`src/rtl/pipeline_hazard_ctrl_if.sv`:
```
// Hazard-controller interface: EX/MEM stage status in, pipeline control,
// data-memory handshake and performance counters out.
interface pipeline_hazard_ctrl_if #(
  parameter int unsigned CNT_W = 16
);
  // EX stage
  logic             ex_valid;
  logic [4:0]       ex_rs1;
  logic [4:0]       ex_rs2;
  logic             ex_use_rs1;
  logic             ex_use_rs2;
  logic             ex_br_taken;
  // MEM stage
  logic             mem_valid;
  logic [4:0]       mem_rd;
  logic             mem_reg_wr;
  logic             mem_is_ld;
  logic             mem_is_st;
  // data memory handshake
  logic             dmem_ack;
  logic             dmem_req;
  // pipeline control
  logic             stall;
  logic             flush;
  logic             forward_sel_A;
  logic             forward_sel_B;
  logic             wb_en;
  logic             mem_err;
  // performance counters
  logic [CNT_W-1:0] stall_cnt;
  logic [CNT_W-1:0] flush_cnt;

  // Pipeline side: drives stage status and the memory acknowledge
  modport master (
    output ex_valid, ex_rs1, ex_rs2, ex_use_rs1, ex_use_rs2, ex_br_taken,
    output mem_valid, mem_rd, mem_reg_wr, mem_is_ld, mem_is_st,
    output dmem_ack,
    input  dmem_req, stall, flush, forward_sel_A, forward_sel_B, wb_en,
    input  mem_err, stall_cnt, flush_cnt
  );

  // Controller side
  modport slave (
    input  ex_valid, ex_rs1, ex_rs2, ex_use_rs1, ex_use_rs2, ex_br_taken,
    input  mem_valid, mem_rd, mem_reg_wr, mem_is_ld, mem_is_st,
    input  dmem_ack,
    output dmem_req, stall, flush, forward_sel_A, forward_sel_B, wb_en,
    output mem_err, stall_cnt, flush_cnt
  );
endinterface

```
`src/rtl/pipeline_hazard_ctrl.sv`:
```
// Hazard controller for the 3-stage pipeline: memory-wait stall FSM with
// timeout, branch flush sequencing, EX forwarding selects, writeback gating
// and saturating stall/flush event counters.
module pipeline_hazard_ctrl #(
  parameter int unsigned BR_PENALTY = 1,
  parameter int unsigned MAX_WAIT   = 64,
  parameter int unsigned CNT_W      = 16
) (
  input  logic                  clk,
  input  logic                  reset,
  pipeline_hazard_ctrl_if.slave bus
);

  localparam int unsigned WAIT_W = $clog2(MAX_WAIT + 1);
  localparam int unsigned REM_W  = (BR_PENALTY > 1) ? $clog2(BR_PENALTY) : 1;

  typedef enum logic {
    ST_RUN,
    ST_MEM_WAIT
  } state_t;

  state_t            r_state;
  state_t            w_state_nxt;
  logic [WAIT_W-1:0] r_wait_cnt;
  logic [WAIT_W-1:0] w_wait_cnt_nxt;
  logic [REM_W-1:0]  r_flush_rem;
  logic [REM_W-1:0]  w_flush_rem_nxt;
  logic [CNT_W-1:0]  r_stall_cnt;
  logic [CNT_W-1:0]  r_flush_cnt;
  logic              r_mem_err;

  logic              w_mem_op;
  logic              w_wr_ok;
  logic              w_req;
  logic              w_stall;
  logic              w_timeout;
  logic              w_br_new;
  logic              w_flush;

  // Combinational outputs are qualified with reset so that every output
  // reads zero while reset is held, not only the registered ones.
  assign w_mem_op = reset & bus.mem_valid & (bus.mem_is_ld | bus.mem_is_st);
  assign w_wr_ok  = reset & bus.mem_valid & bus.mem_reg_wr & (bus.mem_rd != 5'd0);

  // FSM next state, memory request, stall and timeout detection
  always_comb begin
    w_state_nxt    = r_state;
    w_wait_cnt_nxt = r_wait_cnt;
    w_req          = 1'b0;
    w_stall        = 1'b0;
    w_timeout      = 1'b0;
    case (r_state)
      ST_RUN: begin
        w_req = w_mem_op;
        if (w_mem_op && !bus.dmem_ack) begin
          w_stall        = 1'b1;
          w_state_nxt    = ST_MEM_WAIT;
          w_wait_cnt_nxt = WAIT_W'(1);
        end
      end
      ST_MEM_WAIT: begin
        w_req = 1'b1;
        if (bus.dmem_ack) begin
          w_state_nxt    = ST_RUN;
          w_wait_cnt_nxt = '0;
        end else if (r_wait_cnt == WAIT_W'(MAX_WAIT)) begin
          w_timeout      = 1'b1;
          w_state_nxt    = ST_RUN;
          w_wait_cnt_nxt = '0;
        end else begin
          w_stall        = 1'b1;
          w_wait_cnt_nxt = r_wait_cnt + WAIT_W'(1);
        end
      end
    endcase
    if (!reset) begin
      w_req     = 1'b0;
      w_stall   = 1'b0;
      w_timeout = 1'b0;
    end
  end

  // Branch flush: a new taken branch is accepted only when unstalled and no
  // flush sequence is in progress; the remaining count freezes while stalled.
  always_comb begin
    w_br_new        = reset & bus.ex_valid & bus.ex_br_taken & !w_stall &
                      (r_flush_rem == '0);
    w_flush         = w_br_new | (reset & (r_flush_rem != '0));
    w_flush_rem_nxt = r_flush_rem;
    if (w_br_new) begin
      w_flush_rem_nxt = REM_W'(BR_PENALTY - 1);
    end else if ((r_flush_rem != '0) && !w_stall) begin
      w_flush_rem_nxt = r_flush_rem - REM_W'(1);
    end
  end

  // FSM, wait counter and flush sequence registers
  always_ff @(posedge clk or negedge reset) begin
    if (!reset) begin
      r_state     <= ST_RUN;
      r_wait_cnt  <= '0;
      r_flush_rem <= '0;
    end else begin
      r_state     <= w_state_nxt;
      r_wait_cnt  <= w_wait_cnt_nxt;
      r_flush_rem <= w_flush_rem_nxt;
    end
  end

  // Sticky timeout flag and saturating event counters
  always_ff @(posedge clk or negedge reset) begin
    if (!reset) begin
      r_mem_err   <= 1'b0;
      r_stall_cnt <= '0;
      r_flush_cnt <= '0;
    end else begin
      if (w_timeout) begin
        r_mem_err <= 1'b1;
      end
      if (w_stall && (r_stall_cnt != '1)) begin
        r_stall_cnt <= r_stall_cnt + CNT_W'(1);
      end
      if (w_flush && (r_flush_cnt != '1)) begin
        r_flush_cnt <= r_flush_cnt + CNT_W'(1);
      end
    end
  end

  assign bus.dmem_req      = w_req;
  assign bus.stall         = w_stall;
  assign bus.flush         = w_flush;
  assign bus.wb_en         = w_wr_ok & !w_stall & !w_timeout;
  assign bus.forward_sel_A = w_wr_ok & bus.ex_valid & bus.ex_use_rs1 &
                             (bus.mem_rd == bus.ex_rs1);
  assign bus.forward_sel_B = w_wr_ok & bus.ex_valid & bus.ex_use_rs2 &
                             (bus.mem_rd == bus.ex_rs2);
  assign bus.mem_err       = r_mem_err;
  assign bus.stall_cnt     = r_stall_cnt;
  assign bus.flush_cnt     = r_flush_cnt;

endmodule

```
`src/flat_wrapper.sv`:
```
// flat-port wrapper written by rule: the top's interface ports become plain ports
module pipeline_hazard_ctrl_flat 
#(
  parameter int unsigned BR_PENALTY = 1,
  parameter int unsigned MAX_WAIT   = 64,
  parameter int unsigned CNT_W      = 16
)
  (clk, reset, bus_ex_valid, bus_ex_rs1, bus_ex_rs2, bus_ex_use_rs1, bus_ex_use_rs2, bus_ex_br_taken, bus_mem_valid, bus_mem_rd, bus_mem_reg_wr, bus_mem_is_ld, bus_mem_is_st, bus_dmem_ack, bus_dmem_req, bus_stall, bus_flush, bus_forward_sel_A, bus_forward_sel_B, bus_wb_en, bus_mem_err, bus_stall_cnt, bus_flush_cnt);
  pipeline_hazard_ctrl_if #(.CNT_W(CNT_W)) bus_i ();
  input  logic clk;
  input  logic reset;
  input wire logic [$bits(bus_i.ex_valid)-1:0] bus_ex_valid;
  input wire logic [$bits(bus_i.ex_rs1)-1:0] bus_ex_rs1;
  input wire logic [$bits(bus_i.ex_rs2)-1:0] bus_ex_rs2;
  input wire logic [$bits(bus_i.ex_use_rs1)-1:0] bus_ex_use_rs1;
  input wire logic [$bits(bus_i.ex_use_rs2)-1:0] bus_ex_use_rs2;
  input wire logic [$bits(bus_i.ex_br_taken)-1:0] bus_ex_br_taken;
  input wire logic [$bits(bus_i.mem_valid)-1:0] bus_mem_valid;
  input wire logic [$bits(bus_i.mem_rd)-1:0] bus_mem_rd;
  input wire logic [$bits(bus_i.mem_reg_wr)-1:0] bus_mem_reg_wr;
  input wire logic [$bits(bus_i.mem_is_ld)-1:0] bus_mem_is_ld;
  input wire logic [$bits(bus_i.mem_is_st)-1:0] bus_mem_is_st;
  input wire logic [$bits(bus_i.dmem_ack)-1:0] bus_dmem_ack;
  output wire logic [$bits(bus_i.dmem_req)-1:0] bus_dmem_req;
  output wire logic [$bits(bus_i.stall)-1:0] bus_stall;
  output wire logic [$bits(bus_i.flush)-1:0] bus_flush;
  output wire logic [$bits(bus_i.forward_sel_A)-1:0] bus_forward_sel_A;
  output wire logic [$bits(bus_i.forward_sel_B)-1:0] bus_forward_sel_B;
  output wire logic [$bits(bus_i.wb_en)-1:0] bus_wb_en;
  output wire logic [$bits(bus_i.mem_err)-1:0] bus_mem_err;
  output wire logic [$bits(bus_i.stall_cnt)-1:0] bus_stall_cnt;
  output wire logic [$bits(bus_i.flush_cnt)-1:0] bus_flush_cnt;
  assign bus_i.ex_valid = bus_ex_valid;
  assign bus_i.ex_rs1 = bus_ex_rs1;
  assign bus_i.ex_rs2 = bus_ex_rs2;
  assign bus_i.ex_use_rs1 = bus_ex_use_rs1;
  assign bus_i.ex_use_rs2 = bus_ex_use_rs2;
  assign bus_i.ex_br_taken = bus_ex_br_taken;
  assign bus_i.mem_valid = bus_mem_valid;
  assign bus_i.mem_rd = bus_mem_rd;
  assign bus_i.mem_reg_wr = bus_mem_reg_wr;
  assign bus_i.mem_is_ld = bus_mem_is_ld;
  assign bus_i.mem_is_st = bus_mem_is_st;
  assign bus_i.dmem_ack = bus_dmem_ack;
  assign bus_dmem_req = bus_i.dmem_req;
  assign bus_stall = bus_i.stall;
  assign bus_flush = bus_i.flush;
  assign bus_forward_sel_A = bus_i.forward_sel_A;
  assign bus_forward_sel_B = bus_i.forward_sel_B;
  assign bus_wb_en = bus_i.wb_en;
  assign bus_mem_err = bus_i.mem_err;
  assign bus_stall_cnt = bus_i.stall_cnt;
  assign bus_flush_cnt = bus_i.flush_cnt;
  pipeline_hazard_ctrl #(.BR_PENALTY(BR_PENALTY), .MAX_WAIT(MAX_WAIT), .CNT_W(CNT_W)) u_core (.clk(clk), .reset(reset), .bus(bus_i));
endmodule
```
`config.mk`:
```
export PLATFORM = sky130hd
export DESIGN_NAME = pipeline_hazard_ctrl_flat
export DESIGN_NICKNAME = d
export VERILOG_FILES = /design/src/rtl/pipeline_hazard_ctrl_if.sv /design/src/rtl/pipeline_hazard_ctrl.sv /design/src/flat_wrapper.sv
export SDC_FILE = /design/constraint.sdc
export NUM_CORES = 1
export LEC_CHECK = 0
export CAP_MARGIN = 0
export CELL_PAD_IN_SITES_DETAIL_PLACEMENT = 0
export CELL_PAD_IN_SITES_GLOBAL_PLACEMENT = 2
export CORE_UTILIZATION = 30
export CTS_CLUSTER_DIAMETER = 50
export DETAILED_ROUTE_END_ITERATION = 8
export PLACE_DENSITY_LB_ADDON = 0.1
export SLEW_MARGIN = 20
export SYNTH_ARGS = -nofsm -noshare
export SYNTH_HDL_FRONTEND = slang
export SYNTH_SLANG_ARGS = --single-unit
```
`constraint.sdc`:
```
create_clock -name clk -period 2.02 [get_ports clk]
set_clock_uncertainty 0.15 [all_clocks]
set_input_delay 0.404 -clock clk [delete_from_list [all_inputs] [get_ports clk]]
set_output_delay 0.404 -clock clk [all_outputs]
set_load 0.02 [all_outputs]
```
==> impl_metrics.yaml <==
clock_network:
  clk_pin_slew_worst_paths_ns: 0.08
  cts_tree: "built"
  clockRootBuffer: "clkbuf_8"
  clock_latency_ns: 0.29
  htree_levels: 2
  numCtsBuffers: 5
  cts.sinks: 42
  cts_buffer_depth: 2
route:
  route.met3.wl_um: 306
  drt_iter0_markers: 37
  drc: 0
  first_pass_iters: 4
  wl_met1_um: 3070
  via_per_inst: 4.70
  ant_nets: 0
  wirelength_um: 6410
  met2_length_um: 2970
  routed.top_layer: "met4"
  wire_per_inst_um: 13.7
  via_count: 2201
floorplanning:
  die_area_mm2: 0.00832
  rows: 32
  ioPinCount: 65
  die_h_um: 91.2
  core_area_mm2: 0.00773
  dieWidth_um: 91.2
  start_util_pct: 30.9
logic_synthesis:
  yosys-top-cells-area: "dfrtp_1, xor2_1, xnor2_1"
  ys_seq_area_share_pct: 44.0
  synth_warnings: 0
  synth-main-ff-cell: "dfrtp_1"
  synth_edf_count: 0
  yosysMostFrequentCell: "dfrtp_1"
  yosys.area.top_type: "dfrtp_1"
  synthTopCellsByCount: "dfrtp_1, xor2_1, xnor2_1"
  syn_inst: 231
  synthArstFlopShare_pct: 100
  synth_cell_types: 50
  syn-num-nets: 261
  syn_area_per_cell_um2: 10.3
  synth_area_mm2: 0.00239
  ys_seq_elements: 42
  synth.top_cell.area_share_pct: 44.0
finish:
  stdcell_count: 468
  diodes: 0
  final_core_util_pct: 50.4
  n_fill_cell: 733
  drive_gt1_share_pct: 34.7
  area_growth_pct: 63.2
  fin_nets: 395
global_routing:
  grt_pass1_vias: 2151
  grt_pass1_wl_um: 10100
  grt_antenna_before_repair: 0
  grt_max_degree: 27
  grt_use_total_pct: 15.3
  gr-total-overflow: 0
sta:
  min_period_ns: 2.15
  hold_viol: 0
  setup_violations: 4
  finalSetupTns_ns: -0.432
  worst-slew-pin-transition_ns: 0.573
  rsz0062_at_grt: "yes"
  setup_ws_ns: -0.130
  maxSlewHeadroom_pct: 61.7
  min_period_over_period_pct: 106
  fmax_mhz: 465
  final-max-slew-violation-count: 0
min_path:
  hold_class: "input pin to asynchronous set/reset pin"
setup_path:
  critPathKind: "input pin to output pin"
  arrival_ns: 1.60
  startpoint_type: "input pin"
  max_stage_delay_ns: 0.53
  cp.required_ns: 1.47
  slowest_stage: "or4_4"
  end_kind: "output pin"
  crit_chain: "buf_6 > or4_4 > o2111ai_4 > or2_4 > nor3_2 > buf_4"
  critPathMaxFanout: 2
flow_run:
  drv_cap: 0
placed_design:
  dp_hpwl_um: 4780
  gp_congestion: 0.741
  io_buffers: 64
  place_inst: 452
  post-place-ws_ns: -0.842
status:
  violations: "setup timing"
  outcome: "complete, but fails checks"
power:
  powerDensity_mw_per_mm2: 642
  leakage_nw: 1.85
  irDropWorstVdd_mv: 0.536
cell usage in the layout (no fill, tap or decap), drive strengths merged, types with 2 or more instances in the layout:
| cell type | Yosys | final |
|---|---|---|
| buf | 2 | 74 |
| clkdlybuf4s50 | 0 | 44 |
| dfrtp | 42 | 42 |
| xor2 | 23 | 23 |
| xnor2 | 18 | 18 |
| nand2 | 18 | 18 |
| nor3 | 16 | 16 |
| nor2 | 14 | 14 |
| nand3 | 13 | 13 |
| inv | 12 | 12 |
| nand4 | 10 | 10 |
| nor4 | 10 | 10 |
| o21ai | 8 | 8 |
| clkbuf | 0 | 7 |
| dlygate4sd2 | 0 | 6 |
| and4 | 4 | 4 |
| and3 | 4 | 4 |
| ha | 4 | 4 |
| dlymetal6s2s | 0 | 3 |
| and2 | 3 | 3 |
| a21oi | 3 | 3 |
| or4 | 2 | 2 |
| or2 | 2 | 2 |
| nor2b | 2 | 2 |
| a22o | 2 | 2 |
| o22ai | 2 | 2 |
| o211ai | 2 | 2 |
| nand2b | 2 | 2 |
| a211o | 2 | 2 |
| a31o | 2 | 2 |
| mux2 | 2 | 2 |
timing repair:
item	in CTS	in global routing
hold buffers	1	0
setup endpoints to repair	19	23
buffers inserted	4	2
resized for setup	74	25
gates cloned	0	1
endpoints found under the hold margin	4	0
pin swaps	13	12
report_power, final:
| part | switching (W) | leakage [nW] | internal, W |
|---|---|---|---|
| registers | 0.000130 | 0.540 | 0.000943 |
| clock network | 0.000293 | 0.0482 | 0.000276 |
| logic | 0.000398 | 1.26 | 0.000464 |
| total | 0.000820 | 1.85 | 0.00168 |
registers in the layout (all words and copies together) (netlist names):
name                  count
u_core.bus.flush_cnt     16
u_core.bus.mem_err        1
u_core.bus.stall_cnt     16
u_core.r_flush_rem        1
u_core.r_state            1
u_core.r_wait_cnt         7
stage by stage:
step / power [W] / cell area [um2] / hold WS [ns]
floorplan: 0.00144 / 2390 / -0.0416
global route: 0.00265 / 3900 / 0.161
finish: 0.00250 / 3900 / 0.150
global placement: 0.00190 / 3570 / 0.264
CTS: 0.00253 / 3760 / 0.127
detailed placement: 0.00191 / 3570 / 0.259
layer usage:
| layer | GRT usage, % | vias up |
|---|---|---|
| met5 | 0 | - |
| li1 | - | 1091 |
| met1 | 21.1 | 1053 |
| met2 | 23.9 | 52 |
| met4 | 3.97 | 0 |
| met3 | 3.77 | 5 |
final cells by class:
cell class                 instances  area (um2)  area share (%)
clock buffer                       7        86.3            2.22
clock inverter                     1        5.00           0.128
inverter                          12        45.0            1.16
multi-input combinational        175        1460            37.5
sequential                        42        1050            27.0
tap                              102         128            3.27
timing repair buffer             129        1120            28.7
worst max-delay path, delay by kind of cell:
kind | cells | cell delay, ns
AND/OR/NAND/NOR | 3 | 0.72
AO/OA/AOI/OAI | 1 | 0.21
buffers and inverters | 2 | 0.24
final timing paths:
check                                             start                  endpoint  slack, ns  depth (start not counted)
worst max-delay path                      bus_mem_rd[2]         bus_forward_sel_A      -0.13                          6
worst min-delay path                              reset            u_core.r_state       0.15                          3
worst max register to register     u_core.r_wait_cnt[5]  u_core.bus.stall_cnt[10]       0.01                          8
worst min register to register  u_core.bus.flush_cnt[5]   u_core.bus.flush_cnt[5]       0.33                          1
max in group asynchronous                         reset      u_core.r_wait_cnt[3]       1.08                          3
min in group clk                u_core.bus.flush_cnt[5]   u_core.bus.flush_cnt[5]       0.33                          1
logic make-up (layout without fill, tap and decap cells):
logic type	after synthesis	in the layout	synth area share, %
AOI/OAI and AO/OA	26	26	8.75
xor gates and xnor gates	41	41	15.0
adders and majority gates	4	4	2.10
buffers and inverters	14	149	2.41
DFF	42	42	44.0
muxes	2	2	1.10
and+or+nand+nor	102	102	26.6
(Power assumes the default switching activity.)
